`config.mk`:
```
export PLATFORM = sky130hd
export DESIGN_NAME = lsu_byte_sequencer
export DESIGN_NICKNAME = d
export VERILOG_FILES = /design/src/rtl/lsu_byte_sequencer.sv
export SDC_FILE = /design/constraint.sdc
export NUM_CORES = 1
export LEC_CHECK = 0
export CAP_MARGIN = 30
export CORE_MARGIN = 4
export CORE_UTILIZATION = 53
export DETAILED_ROUTE_END_ITERATION = 7
export GPL_TIMING_DRIVEN = 0
export HOLD_SLACK_MARGIN = 0.12
export PLACE_DENSITY = 0.92
export SLEW_MARGIN = 0
export SYNTH_ARGS = -nofsm -noshare
export SYNTH_HDL_FRONTEND = slang
export SYNTH_SLANG_ARGS = --single-unit
```
`constraint.sdc`:
```
create_clock -name clk -period 6.9 [get_ports clk]
set_clock_uncertainty 0.2 [all_clocks]
set_input_delay 1.035 -clock clk [delete_from_list [all_inputs] [get_ports clk]]
set_output_delay 1.035 -clock clk [all_outputs]
set_load 0.02 [all_outputs]
```
`src/rtl/lsu_byte_sequencer.sv`:
```
// Load/store sequencer: splits byte/half/word requests into single-byte
// little-endian accesses on an 8-bit data memory and returns one response each.
module lsu_byte_sequencer #(
  parameter int ADDR_W = 8
) (
  input  logic              clk,
  input  logic              rst,
  input  logic              req_valid,
  output logic              req_ready,
  input  logic              req_we,
  input  logic [1:0]        req_size,
  input  logic              req_sign,
  input  logic [ADDR_W-1:0] req_addr,
  input  logic [31:0]       req_wdata,
  output logic              rsp_valid,
  input  logic              rsp_ready,
  output logic [31:0]       rsp_rdata,
  output logic              rsp_err,
  output logic              mem_we,
  output logic [ADDR_W-1:0] mem_a,
  output logic [7:0]        mem_wd,
  input  logic [7:0]        mem_rd,
  output logic [1:0]        dbg_state
);

  // Handshakes: a request transfers on an edge with req_valid & req_ready,
  // a response retires on an edge with rsp_valid & rsp_ready; req_ready is
  // high only in IDLE, so at most one request is in flight.
  typedef enum logic [1:0] {
    IDLE   = 2'd0,
    ACCESS = 2'd1,
    RESP   = 2'd2
  } state_t;

  state_t            state, state_nx;
  logic              we_q;
  logic [1:0]        size_q;
  logic              sign_q;
  logic [ADDR_W-1:0] base_q;
  logic [31:0]       wdata_q;
  logic [1:0]        cnt;
  logic [31:0]       buf_q;
  logic              err_q;
  logic [1:0]        last_cnt;
  logic              last;
  logic [31:0]       ld_data;

  assign last_cnt = (size_q == 2'd0) ? 2'd0 : (size_q == 2'd1) ? 2'd1 : 2'd3;
  assign last     = (cnt == last_cnt);

  always_ff @(posedge clk or negedge rst) begin
    if (!rst) begin
      state   <= IDLE;
      we_q    <= 1'b0;
      size_q  <= 2'd0;
      sign_q  <= 1'b0;
      base_q  <= '0;
      wdata_q <= 32'd0;
      cnt     <= 2'd0;
      buf_q   <= 32'd0;
      err_q   <= 1'b0;
    end else begin
      state <= state_nx;
      case (state)
        IDLE: begin
          if (req_valid) begin
            we_q    <= req_we;
            size_q  <= req_size;
            sign_q  <= req_sign;
            base_q  <= req_addr;
            wdata_q <= req_wdata;
            cnt     <= 2'd0;
            buf_q   <= 32'd0;
            err_q   <= (req_size == 2'd3);
          end
        end
        ACCESS: begin
          if (!we_q) buf_q[{cnt, 3'b000} +: 8] <= mem_rd;
          if (!last) cnt <= cnt + 2'd1;
        end
        default: ;
      endcase
    end
  end

  always_comb begin
    state_nx = state;
    case (state)
      IDLE:    if (req_valid) state_nx = (req_size == 2'd3) ? RESP : ACCESS;
      ACCESS:  if (last) state_nx = RESP;
      RESP:    if (rsp_ready) state_nx = IDLE;
      default: state_nx = IDLE;
    endcase
  end

  // Extension bit is the top loaded bit of the access width.
  always_comb begin
    ld_data = buf_q;
    case (size_q)
      2'd0:    ld_data = {{24{sign_q & buf_q[7]}}, buf_q[7:0]};
      2'd1:    ld_data = {{16{sign_q & buf_q[15]}}, buf_q[15:0]};
      default: ld_data = buf_q;
    endcase
  end

  // mem_* decode only from registered state; rst gates req_ready while held.
  always_comb begin
    req_ready = rst & (state == IDLE);
    rsp_valid = (state == RESP);
    rsp_err   = (state == RESP) & err_q;
    rsp_rdata = (state == RESP && !we_q && !err_q) ? ld_data : 32'd0;
    mem_we    = 1'b0;
    mem_a     = '0;
    mem_wd    = 8'd0;
    if (state == ACCESS) begin
      mem_we = we_q;
      mem_a  = base_q + ADDR_W'(cnt);
      mem_wd = we_q ? wdata_q[{cnt, 3'b000} +: 8] : 8'd0;
    end
  end

  assign dbg_state = state;

endmodule

```
==> results.txt <==
Status = complete, no violations
Largest net degree at the start of global routing = 53
Slew HR = 0.474
CP max stage cell = clkdlybuf4s50_1
Logic pwr share = 0.433
Flop pwr share = 0.371
Compound-gate portion of the synthesized area = 0.101
Post-place setup slack = 3.33 ns
Global-route wire length before repair = 18,700 microns
Min Tclk post-route = 3.93 ns
Crit Path Class = reg -> out
Routed WL = 11,500 microns
Top FF cell, synth = dfrtp_1
Synthesized area = 4160 sq um
Syn Area/Cell = 8.60 sq um
Multi-input logic area = 1840 sq um
DRC viols = 0
Total congestion overflow = 0
Most frequent CP cell = buf_6
Number of synthesized register bits = 81
Delay-heaviest family, CP = buffers and inverters
Area share of the leading cell type in the synthesized netlist = 0.488
Post-synth top area cell = dfrtp_1
I/O Buffers = 109
Tot GR Track Use = 0.264
Setup-failing EPs final = 0
Sw frac = 0.399
Worst VDD drop = 0.197 mV
RD Place Congestion = 0.842
Initial antenna violation count = 0
Starting Density = 0.541
Share of total power in the clock network = 0.196
Site Rows = 32
DIE AREA = 9320 sq um
CTS max path bufs = 2
Seq. cell area = 2030 sq um
Top post-synthesis cells by area = dfrtp_1 (49%), nand2_1 (14%), o21ai_0 (4.9%)
Crit path cell chain = nand2b_1 > or3_1 > buf_2 > or2_1 > buf_6 > buf_6 > a21oi_2 > clkdlybuf4s50_1
Skew-Pair Late Insertion Delay = 0.35 ns
Core Box Area = 7690 sq um
Crit share post-route = 0.569
Die X = 96.5 microns
Ys Warns = 0
Power density cells = 349 nW/um^2
Largest family of logic cells by synthesized area = simple AND/OR/NAND/NOR gates
Routed vias/inst = 5.49
Post-CTS sizing = 0
Vias in the first global route = 4,005
Worst path required time = 5.66 ns
Initial DRC Count = 249
Cells after synthesis = 483
Final net count = 668
Wire per inst = 16.2 microns
Diode count = 0
Worst-margin pin slew = 0.782 ns
Max-Cap Viols = 0
Synth Area in Adders = 0.0259
Fin. max-slew vios = 0
HP Class = reg -> reg
Post-Synthesis Net Count = 547
Overall die height = 96.5 microns
Post-CTS setup buffers = 0
TNS Setup = 0 ns
Worst Path Buf+Inv = 4
Hold Fails Final Rpt = 0
Share of post-route cells with drive strength above 1 = 0.0936
Simple-Gate Fraction of Synth Area = 0.250
Area growth syn-to-layout = 35.2%
Crit. End Element = output port
Iteration count of the initial detailed-routing pass = 5
# IOs = 110
CTS Sinks = 81
CP Max Fanout = 10
Worst EP arrival = 2.69 ns
Via Count = 3,903
FFs w/ async S/R, synth = 1.00
Num CTS Buffers = 9
Worst-path clk slew = 0.08 ns
DRT antenna net count = 0
Sw power = 0.000784 W
Maximum clock rate = 0.255 GHz
Proportion of synthesized area in mux cells = 0.0533
Max stage delay on crit path = 0.62 ns
Seq/Total Area, Yosys = 0.488
LEAKAGE = 2.49 nW
EDFF count, synth = 0
Xor and xnor area share after synthesis = 0.0126
# hold bufs at CTS = 0
RSZ-0062 raised after global routing = no
Clock root buffer = clkbuf_8
Fillers = 556
Critical Path Source Type = flop
Yosys cell types = 37
Internal power = 0.00118 W
Post-DP HPWL = 8470 microns
Htree depth = 3
CTS tree = done
Final worst slack = 2.97 ns
power groups by stage:
stage / Clock [W] / Sequential, W / Combinational (W)
after floorplan: 0 / 0.000704 / 0.000554
after global placement: 0 / 0.000721 / 0.000800
after detailed placement: 0 / 0.000733 / 0.000840
after CTS: 0.000384 / 0.000725 / 0.000849
after global routing: 0.000409 / 0.000743 / 0.000936
final: 0.000384 / 0.000728 / 0.000850
through the flow:
| step | cells | area (sq um) | total power [W] | util | hold slack, ns |
|---|---|---|---|---|---|
| floorplan | 483 | 4160 | 0.00126 | - | 0.240 |
| global placement | 694 | 5370 | 0.00152 | 0.699 | 0.252 |
| detailed placement | 695 | 5400 | 0.00157 | 0.702 | 0.262 |
| CTS | 711 | 5620 | 0.00196 | 0.731 | 0.282 |
| global route | 711 | 5620 | 0.00209 | 0.731 | 0.306 |
| finish | 711 | 5620 | 0.00196 | 0.731 | 0.281 |
layout by cell type, fill, tap and decap left out, types with 2 or more instances in the layout:
cell and n:
o21ai_0 41, a21oi_1 20, a31oi_1 2, dfrtp_1 81, nand2b_1 3, xor2_1 4, bufinv_16 2, nand2_1 156
mux2i_1 3, nor2_1 17, clkdlybuf4s50_1 108, nor2b_1 2, xnor2_1 2, buf_2 14, clkbuf_1 15, clkinvlp_4 3
and3_1 10, mux4_2 8, ha_1 7, nand3_1 26, nor3b_1 2, nand4b_1 3, clkbuf_8 9, nand3b_1 4
buf_6 2, buf_4 2, and2_1 3, a21oi_2 10, inv_1 36
state kept, by name, indices dropped and copies added, names as in the netlist:
| signal | cells |
|---|---|
| base_q | 8 |
| buf_q | 32 |
| cnt | 2 |
| dbg_state | 2 |
| err_q | 1 |
| sign_q | 1 |
| size_q | 2 |
| wdata_q | 32 |
| we_q | 1 |
synth_stat cells, types with 8 or more instances:
cell	instances
nand2_1	156
dfrtp_1	81
o21ai_0	41
inv_1	36
nand3_1	26
a21oi_1	20
nor2_1	17
buf_2	14
clkbuf_1	14
a21oi_2	10
and3_1	10
mux4_2	8
worst reg2reg max path: cells and delay by family (launching register included):
| family | cells | cell delay [ns] |
|---|---|---|
| AO/OA/AOI/OAI | 1 | 0.12 |
| adder cells (fa/ha/maj) | 1 | 0.42 |
| buffers and inverters | 2 | 0.45 |
| flip-flops | 1 | 0.60 |
| AND/OR/NAND/NOR | 2 | 0.92 |
layer usage:
layer | global-route usage | vias up | part of all wire
li1 | - | 1804 | -
met1 | 0.320 | 1848 | 0.37
met2 | 0.460 | 218 | 0.51
met3 | 0.0573 | 33 | 0.091
met4 | 0.102 | 0 | 0.027
met5 | 0 | - | 0
cell families after synthesis:
family | after synthesis
AND/OR/NAND/NOR | 234
flip-flops | 81
AO/OA/AOI/OAI | 75
buffers and inverters | 67
multiplexers | 12
adder cells (fa/ha/maj) | 8
XOR/XNOR | 6
area by class of cell:
class / count / area share
plain buffers: 31 / 0.0272
clock buffers: 10 / 0.0227
clock inverters: 6 / 0.0163
inverters: 36 / 0.0241
multi-input cells: 335 / 0.328
flip-flops and latches: 81 / 0.361
well taps: 102 / 0.0227
repair buffers: 110 / 0.199
path summary, 6_finish.rpt:
| path | endpoint | cells after the start | slack, ns | start |
|---|---|---|---|---|
| worst max-delay path | rsp_rdata[24] | 8 | 2.97 | dbg_state[0] |
| worst min-delay path | wdata_q[21] | 2 | 0.28 | wdata_q[21] |
| worst max register to register | buf_q[1] | 6 | 4.12 | cnt[0] |
| worst min register to register | wdata_q[21] | 2 | 0.28 | wdata_q[21] |
| max in group asynchronous | wdata_q[22] | 2 | 5.50 | rst |
| min in group asynchronous | buf_q[5] | 1 | 0.42 | rst |
(Power assumes the default switching activity.)
